==> config.mk <==
export PLATFORM = sky130hd
export DESIGN_NAME = alu_mc
export DESIGN_NICKNAME = d
export VERILOG_FILES = /design/src/rtl/alu_pkg.sv /design/src/rtl/alu_mul_seq.sv /design/src/rtl/alu_mc.sv
export SDC_FILE = /design/constraint.sdc
export NUM_CORES = 1
export LEC_CHECK = 0
export ABC_CLOCK_PERIOD_IN_PS = 5130
export BUFFER_PORTS_ARGS = -buffer_cell sky130_fd_sc_hd__buf_4
export CORE_ASPECT_RATIO = 0.8
export CORE_UTILIZATION = 44
export DETAILED_ROUTE_END_ITERATION = 8
export PLACE_DENSITY = 0.59
export SYNTH_ARGS = -nofsm -noshare
export SYNTH_HDL_FRONTEND = slang
export SYNTH_SLANG_ARGS = --single-unit
export TNS_END_PERCENT = 1
==> constraint.sdc <==
create_clock -name CLK -period 5.13 [get_ports CLK]
set_clock_uncertainty 0.2 [all_clocks]
set_input_delay 0.7695 -clock CLK [delete_from_list [all_inputs] [get_ports CLK]]
set_output_delay 0.7695 -clock CLK [all_outputs]
set_load 0.01 [all_outputs]
==> src/rtl/alu_pkg.sv <==
// alu_pkg: shared opcode, FSM state and flag-index definitions for alu_mc
package alu_pkg;
  typedef enum logic [2:0] {
    OP_ADD = 3'd0,
    OP_SUB = 3'd1,
    OP_AND = 3'd2,
    OP_OR  = 3'd3,
    OP_XOR = 3'd4,
    OP_LSL = 3'd5,
    OP_LSR = 3'd6,
    OP_MUL = 3'd7
  } op_e;
  typedef enum logic [1:0] {
    ST_IDLE = 2'd0,
    ST_EXEC = 2'd1,
    ST_MUL  = 2'd2
  } st_e;
  localparam int FL_N = 3;
  localparam int FL_Z = 2;
  localparam int FL_C = 1;
  localparam int FL_V = 0;
endpackage

==> src/rtl/alu_mul_seq.sv <==
// alu_mul_seq: iterative shift-add unsigned multiplier, one partial product per step
module alu_mul_seq #(
  parameter int WIDTH = 32
) (
  input  logic               clk_i,
  input  logic               rst_i,
  input  logic               load_i,
  input  logic               step_i,
  input  logic [WIDTH-1:0]   a_i,
  input  logic [WIDTH-1:0]   b_i,
  output logic [2*WIDTH-1:0] prod_o
);
  logic [WIDTH-1:0]   a_q;
  logic [2*WIDTH-1:0] p_q;
  logic [WIDTH:0]     acc;
  // prod_o is the value after the current step, so the final step's product is usable the same cycle
  assign acc    = {1'b0, p_q[2*WIDTH-1:WIDTH]} + (p_q[0] ? {1'b0, a_q} : '0);
  assign prod_o = {acc, p_q[WIDTH-1:1]};
  always_ff @(posedge clk_i) begin
    if (rst_i) begin
      a_q <= '0;
      p_q <= '0;
    end else if (load_i) begin
      a_q <= a_i;
      p_q <= {{WIDTH{1'b0}}, b_i};
    end else if (step_i) begin
      p_q <= prod_o;
    end
  end
endmodule

==> src/rtl/alu_mc.sv <==
// alu_mc: multi-cycle ALU with registered result/flags and START/BUSY/DONE handshake
module alu_mc
  import alu_pkg::*;
#(
  parameter int WIDTH = 32,
  parameter int SHW   = $clog2(WIDTH)
) (
  input  logic             CLK,
  input  logic             RST,
  input  logic             START,
  input  logic [2:0]       FUNC,
  input  logic             SETF,
  input  logic [WIDTH-1:0] OPERA,
  input  logic [WIDTH-1:0] OPERB,
  output logic [WIDTH-1:0] RESULT,
  output logic             N,
  output logic             Z,
  output logic             C,
  output logic             V,
  output logic             BUSY,
  output logic             DONE
);
  localparam int MSB = WIDTH - 1;
  st_e                st_q, st_d;
  op_e                op_q;
  logic               setf_q;
  logic [WIDTH-1:0]   a_q, b_q, res_q, res_d, ex_r;
  logic [SHW-1:0]     cnt_q, cnt_d;
  logic [3:0]         fl_q, fl_d, fl_new;
  logic               done_q, done_d, ld, stp, fin, ex_c, ex_v;
  logic [WIDTH:0]     add_w, sub_w, lsl_w, lsr_w;
  logic [2*WIDTH-1:0] mul_p;

  alu_mul_seq #(.WIDTH(WIDTH)) u_mul (
    .clk_i  (CLK),
    .rst_i  (RST),
    .load_i (ld),
    .step_i (stp),
    .a_i    (OPERA),
    .b_i    (OPERB),
    .prod_o (mul_p)
  );

  always_comb begin
    add_w = {1'b0, a_q} + {1'b0, b_q};
    sub_w = {1'b0, a_q} + {1'b0, ~b_q} + (WIDTH+1)'(1);
    lsl_w = {1'b0, a_q} << b_q[SHW-1:0];
    lsr_w = {a_q, 1'b0} >> b_q[SHW-1:0];
    ex_r  = '0;
    ex_c  = 1'b0;
    ex_v  = 1'b0;
    case (op_q)
      OP_ADD: begin
        {ex_c, ex_r} = add_w;
        ex_v = (a_q[MSB] == b_q[MSB]) & (ex_r[MSB] != a_q[MSB]);
      end
      OP_SUB: begin
        {ex_c, ex_r} = sub_w;
        ex_v = (a_q[MSB] != b_q[MSB]) & (ex_r[MSB] != a_q[MSB]);
      end
      OP_AND: ex_r = a_q & b_q;
      OP_OR:  ex_r = a_q | b_q;
      OP_XOR: ex_r = a_q ^ b_q;
      OP_LSL: {ex_c, ex_r} = lsl_w;
      OP_LSR: {ex_r, ex_c} = lsr_w;
      default: begin
        ex_r = mul_p[WIDTH-1:0];
        ex_c = |mul_p[2*WIDTH-1:WIDTH];
      end
    endcase
    fl_new       = '0;
    fl_new[FL_N] = ex_r[MSB];
    fl_new[FL_Z] = ~|ex_r;
    fl_new[FL_C] = ex_c;
    fl_new[FL_V] = ex_v;
  end

  always_comb begin
    st_d   = st_q;
    cnt_d  = cnt_q;
    res_d  = res_q;
    fl_d   = fl_q;
    done_d = 1'b0;
    ld     = 1'b0;
    stp    = 1'b0;
    fin    = 1'b0;
    case (st_q)
      ST_IDLE: begin
        if (START) begin
          ld    = 1'b1;
          cnt_d = SHW'(WIDTH - 1);
          st_d  = (FUNC == OP_MUL) ? ST_MUL : ST_EXEC;
        end
      end
      ST_EXEC: fin = 1'b1;
      ST_MUL: begin
        stp   = 1'b1;
        fin   = (cnt_q == '0);
        cnt_d = fin ? cnt_q : cnt_q - 1'b1;
      end
      default: st_d = ST_IDLE;
    endcase
    if (fin) begin
      res_d  = ex_r;
      fl_d   = setf_q ? fl_new : fl_q;
      done_d = 1'b1;
      st_d   = ST_IDLE;
    end
  end

  always_ff @(posedge CLK) begin
    if (RST) begin
      st_q   <= ST_IDLE;
      res_q  <= '0;
      fl_q   <= '0;
      done_q <= 1'b0;
      cnt_q  <= '0;
      op_q   <= OP_ADD;
      setf_q <= 1'b0;
      a_q    <= '0;
      b_q    <= '0;
    end else begin
      st_q   <= st_d;
      res_q  <= res_d;
      fl_q   <= fl_d;
      done_q <= done_d;
      cnt_q  <= cnt_d;
      if (ld) begin
        op_q   <= op_e'(FUNC);
        setf_q <= SETF;
        a_q    <= OPERA;
        b_q    <= OPERB;
      end
    end
  end

  assign RESULT = res_q;
  assign N      = fl_q[FL_N];
  assign Z      = fl_q[FL_Z];
  assign C      = fl_q[FL_C];
  assign V      = fl_q[FL_V];
  assign BUSY   = (st_q != ST_IDLE);
  assign DONE   = done_q;
endmodule

; ---- Word level (Yosys, flattened, before mapping)
; Cells that the tools add are included.
[totals]
regBits = 176
[classes]
n_reduce_logical = 16
n_mux = 17
bitwise = 7
eq_ne = 15
shifts = 2
add_sub_neg = 5
[ops]
columns = op, count
row1 = $pmux W32 S7, 1
row2 = $add A32 B32 Y33, 3
row3 = $mux W32, 3
row4 = $reduce_or A32 Y1, 2
row5 = $add A33 B1 Y33 const B, 1
row6 = $shl A32 B5 Y33, 1
row7 = $shr A33 B5 Y33, 1
row8 = $and A32 B32 Y32, 1
row9 = $not A32 Y32, 1
row10 = $or A32 B32 Y32, 1
row11 = $xor A32 B32 Y32, 1
row12 = $eq A3 B3 Y1 const B, 4
row13 = $mux W5, 2
row14 = $pmux W5 S2, 1
row15 = $eq A3 B2 Y1 const B, 2
row16 = $reduce_bool A2 Y1, 3
row17 = $reduce_or A2 Y1, 3
row18 = $logic_not A5 Y1, 1
row19 = $pmux W1 S5, 1
row20 = $sub A5 B1 Y5 const B, 1
row21 = $mux W1, 4
row22 = $mux W2, 2
row23 = $ne A2 B2 Y1 const B, 2
row24 = $pmux W1 S2, 2
row25 = 14 further kinds, 18

; ---- Logic depth before layout (Yosys ltp)
[depth]
depth_word = 6
depth_mapped = 18

; ---- Cells and area by module
; A second synthesis with hierarchy kept.
[unflattened]
cells_unflattened = 2768
hier_area_um2 = 20644.8
[modules_own_cells]
columns = mod, cells_per_inst, n_inst, seq_area_each_um2, area_per_inst_um2
row1 = alu_mc, 2066, 1, 2242.2, 14781.7
row2 = alu_mul_seq, 702, 1, 1921.8, 5863.1

; ---- Worst setup path before layout
; Ideal clock, no wire load.
[synth_path]
path_kind = register to register
startpoint = register b_q[3]
endpoint = register fl_q[2]
arrival_ns = 4.415
synth_period_minus_slack_ns = 4.716
path_slack_ns = 0.414
path_stages_with_launch = 19
setup_ns = 0.101
n_path_buf = 5
cell_sequence = dfxtp_1 > buf_2 > buf_2 > inv_1 > clkbuf_1 > clkbuf_1 > ha_1 > clkbuf_1 > nor2_1 > a2111oi_4 > nor2_1 > a221oi_1 > o21ai_0 > nor4b_1 > o32a_1 > or4_1 > nor4_1 > nand4_1 > o41ai_1
[synth_between]
elab_chain_len = 6
elab_cells_between_ends = 12
[synth_lines]
columns = element, line_no
row1 = start: declaration, alu_mc.sv:27  ; logic [WIDTH-1:0] a_q, b_q, res_q, res_d, ex_r;
row2 = start signal: assignment, alu_mc.sv:121  ; b_q <= '0;
row3 = start signal: assignment, alu_mc.sv:132  ; b_q <= OPERB;
row4 = $not A32 Y32, alu_mc.sv:46  ; sub_w = {1'b0, a_q} + {1'b0, ~b_q} + (WIDTH+1)'(1);
row5 = $add A32 B32 Y33, alu_mc.sv:46
row6 = $add A33 B1 Y33, alu_mc.sv:46
row7 = $pmux W32 S7 *, alu_mc.sv:52  ; case (op_q)
row8 = $reduce_or A32 Y1 *, alu_mc.sv:73  ; fl_new[FL_Z] = ~|ex_r;
row9 = $logic_not A1 Y1 *, alu_mc.sv:73
row10 = end signal: assignment, alu_mc.sv:125  ; fl_q <= fl_d;
row11 = end: declaration, alu_mc.sv:29  ; logic [3:0] fl_q, fl_d, fl_new;
; Mark *: on every way between the ends. The rest lies on a longest branch, timed or not.
; A chain may end at the register's enable or synchronous reset.

==> impl_metrics.yaml <==
power:
  seq_power_share_pct: 30.5
  p_sw_share_pct: 41.4
  power_uw: 5060
  p_int_uw: 2960
  p_leak_uw: 0.00811
  vdd_ir_drop_max_mv: 0.256
  power_density_nw_per_um2: 244
  pwr-share-comb_pct: 41.2
  p_switching_uw: 2100
  clkPwrFrac_pct: 28.3
timing:
  worst_slack_ns: -0.0335
  fin_crit_ns: 5.16
  tightestPinTransition_ns: 1.13
  rsz0062_at_grt: "no"
  max-slew-margin-rel_pct: 24.3
  fmax_mhz: 194
  finalSetupViolCount: 1
  final.setup.tns_ns: -0.0335
  drv_slew: 0
  timing.final.crit_share_pct: 101
  hold_viol: 0
global_routing:
  grt_usage_pct: 37.9
  antenna_found_initial: 1
  grt_max_degree: 85
  grt_pass1_vias: 18500
  grt_pass1_wl_um: 121000
  grt_overflow: 0
critical_path:
  crit_path_frequent_cell: "a211oi_1"
  reg2regPathDepth: 15
  cp-end-kind: "flip-flop"
  cp.arrival_ns: 5.35
  max_stage_delay_ns: 0.70
  crit_type: "flip-flop to flip-flop"
  crit_slowest_cell: "ha_1"
  crit_path_start_kind: "flip-flop"
  worstPathRequired_ns: 5.32
  critPathMaxFanout: 13
  crit_chain: "inv_1 -> ha_1 -> inv_1 -> nand2_1 -> o21bai_1 -> a211oi_1 -> o21ai_0 -> buf_4 -> a31o_2 -> a211oi_1 -> a211oi_1 -> buf_4 -> nor4b_1 -> nand4_1 -> o41ai_1"
synth:
  synth_area_um2: 18600
  synth-simple-area-share_pct: 21.2
  synth_mux_area_share_pct: 14.5
  synth_edf_count: 0
  ys_seq_area_share_pct: 19.0
  yosysWarnings: 0
  async_reset_ff_share_pct: 0
  synth-xor-area-share_pct: 2.12
  syn-num-nets: 2675
  synth_compound_area_share_pct: 26.5
  synthFlopType: "dfxtp_1"
  syn_avg_cell_area_um2: 7.54
  synth_top_family_by_area: "compound AO/OA/AOI/OAI gates"
  synth-seq-cells: 176
  synth_cells: 2461
  ys_types: 90
  synth_fa_ha_area_share_pct: 9.76
clock_network:
  cts_hold_buf: 0
  cts_setup_buffers: 0
  clk_path_buf_depth: 2
  clock_sinks: 176
  numCtsBuffers: 17
  cts.repair.resized: 0
  cts_tree: "built"
  cts_root_buf: "clkbuf_16"
  clock_latency_ns: 0.49
  htreeDepth: 4
  cts.clk_slew.worst_paths_ns: 0.08
floorplanning:
  die_area_um2: 43000
  core-area_um2: 41100
  ios: 109
  fp.dieW_um: 232
  num_rows: 66
  initial_core_util_pct: 45.2
  fp.dieH_um: 186
place:
  dp_hpwl_um: 61600
  dp_slack_ns: 0.178
  finalWeightedCongestion: 1.04
  port_buffers: 108
route:
  wl_per_cell_um: 26.9
  vias_per_cell: 6.61
  dr_total_vias: 20100
  drt_iter0_markers: 2841
  ant_nets: 0
  dr.pass1.iters: 7
  drc: 0
  routed_wl_um: 81900
run_status:
  status: "finished with violations"
  violations: "negative setup slack"
worst_hold_path:
  holdPathStages: 2
  min_path_type: "flip-flop to flip-flop"
layout:
  final_util_pct: 50.5
  synthToLayoutAreaGrowth_pct: 11.8
  final_layout_size_suffix_gt1_share_pct: 16.1
  final_nets: 2694
run:
  maxCapViolations: 0
[critical path: cells and delay by family, from the launching register on]
kind | cells | cell delay (ns)
compound gates | 7 | 2.04
buf+inv | 4 | 0.76
simple gates | 3 | 0.73
fa+ha+maj | 1 | 0.70
flops | 1 | 0.64
[final cells by class]
cell class / instances / area [um2]
clock inverter: 13 / 161
antenna: 2 / 5.00
timing repair buffer: 213 / 1650
clock buffer: 19 / 464
inverter: 115 / 432
tap: 544 / 681
fill: 4082 / 20400
multi-input combinational: 1957 / 13800
sequential: 176 / 3540
[state kept, by name (all words and copies together) (netlist names), 2 cells and up]
| register | flops |
|---|---|
| RESULT | 32 |
| u_mul.a_q | 32 |
| op_q | 3 |
| st_q | 2 |
| fl_q | 4 |
| cnt_q | 5 |
| u_mul.p_q | 64 |
| b_q | 32 |
[metrics by stage]
stage	hold WS (ns)	std cells	area (um2)
final	0.254	3039	20800
after detailed placement	0.247	3005	20100
after CTS	0.257	3037	20700
after global routing	0.274	3037	20800
after global placement	0.245	3005	20100
after floorplan	0.251	2461	18600
[cells by family after synthesis]
family | count (synthesis)
fa+ha+maj | 143
compound gates | 739
simple gates | 850
mux | 180
flops | 176
buf+inv | 328
xor+xnor | 45
[metal layers]
layer / wire length (um) / vias to the layer above / global-route usage (%)
li1: - / 8988 / -
met1: 36600 / 9755 / 54.4
met2: 34200 / 1143 / 55.8
met3: 8130 / 201 / 7.57
met4: 3020 / 0 / 13.8
met5: 0 / - / 0
[worst paths after layout]
check / start / end / slack, ns
worst max register to register: u_mul.a_q[16] / fl_q[2] / -0.03
worst max-delay path: u_mul.a_q[16] / fl_q[2] / -0.03
worst min register to register: RESULT[11] / RESULT[11] / 0.25
worst min-delay path: RESULT[11] / RESULT[11] / 0.25
[cell usage after synthesis (all sizes together) (22+ instances only)]
cell type / count / area share, %
nand2: 343 / 6.9
a21oi: 279 / 7.5
nor2: 220 / 4.4
dfxtp: 176 / 19
clkbuf: 151 / 3.1
ha: 140 / 9.4
inv: 115 / 2.3
o21ai: 76 / 2.0
mux4: 67 / 8.1
mux2i: 66 / 3.6
buf: 62 / 1.6
a211oi: 54 / 2.2
mux2: 47 / 2.9
nor3: 46 / 1.2
and2: 43 / 1.5
nand3: 40 / 1.1
a21o: 39 / 1.6
o211ai: 34 / 1.4
xnor2: 30 / 1.4
a31oi: 22 / 0.74
nand2b: 22 / 0.74
[power by group through the flow]
| stage | registers [uW] | clock network [uW] | logic [uW] |
|---|---|---|---|
| detailed placement | 1570 | 0 | 1990 |
| floorplan | 1530 | 0 | 1310 |
| finish | 1540 | 1430 | 2080 |
| global route | 1550 | 1510 | 2210 |
| CTS | 1540 | 1460 | 2000 |
| global placement | 1570 | 0 | 1990 |
[cells in the final DEF (no fill, tap or decap), types with 15 or more instances in the layout]
| cell | synthesis | final |
|---|---|---|
| nand3_1 | 40 | 40 |
| nor4_1 | 17 | 17 |
| o31ai_1 | 16 | 16 |
| o211ai_1 | 34 | 34 |
| mux4_2 | 67 | 67 |
| a31oi_1 | 22 | 22 |
| buf_4 | 9 | 209 |
| o21ai_0 | 69 | 69 |
| nor3_1 | 46 | 45 |
| mux2_2 | 45 | 45 |
| and2_1 | 42 | 41 |
| nor2b_1 | 18 | 18 |
| clkbuf_16 | 0 | 18 |
| nand2b_1 | 22 | 22 |
| o21bai_1 | 17 | 17 |
| a21oi_1 | 279 | 279 |
| nor2_1 | 220 | 220 |
| xnor2_1 | 30 | 30 |
| a22oi_1 | 16 | 16 |
| ha_1 | 140 | 138 |
| a21o_1 | 39 | 39 |
| a211oi_1 | 54 | 53 |
| inv_1 | 115 | 115 |
| and3_1 | 15 | 15 |
| mux2i_1 | 66 | 66 |
| dfxtp_1 | 176 | 170 |
| xor2_1 | 15 | 15 |
| nand2_1 | 343 | 342 |
Power figures use the tool's default switching activity.
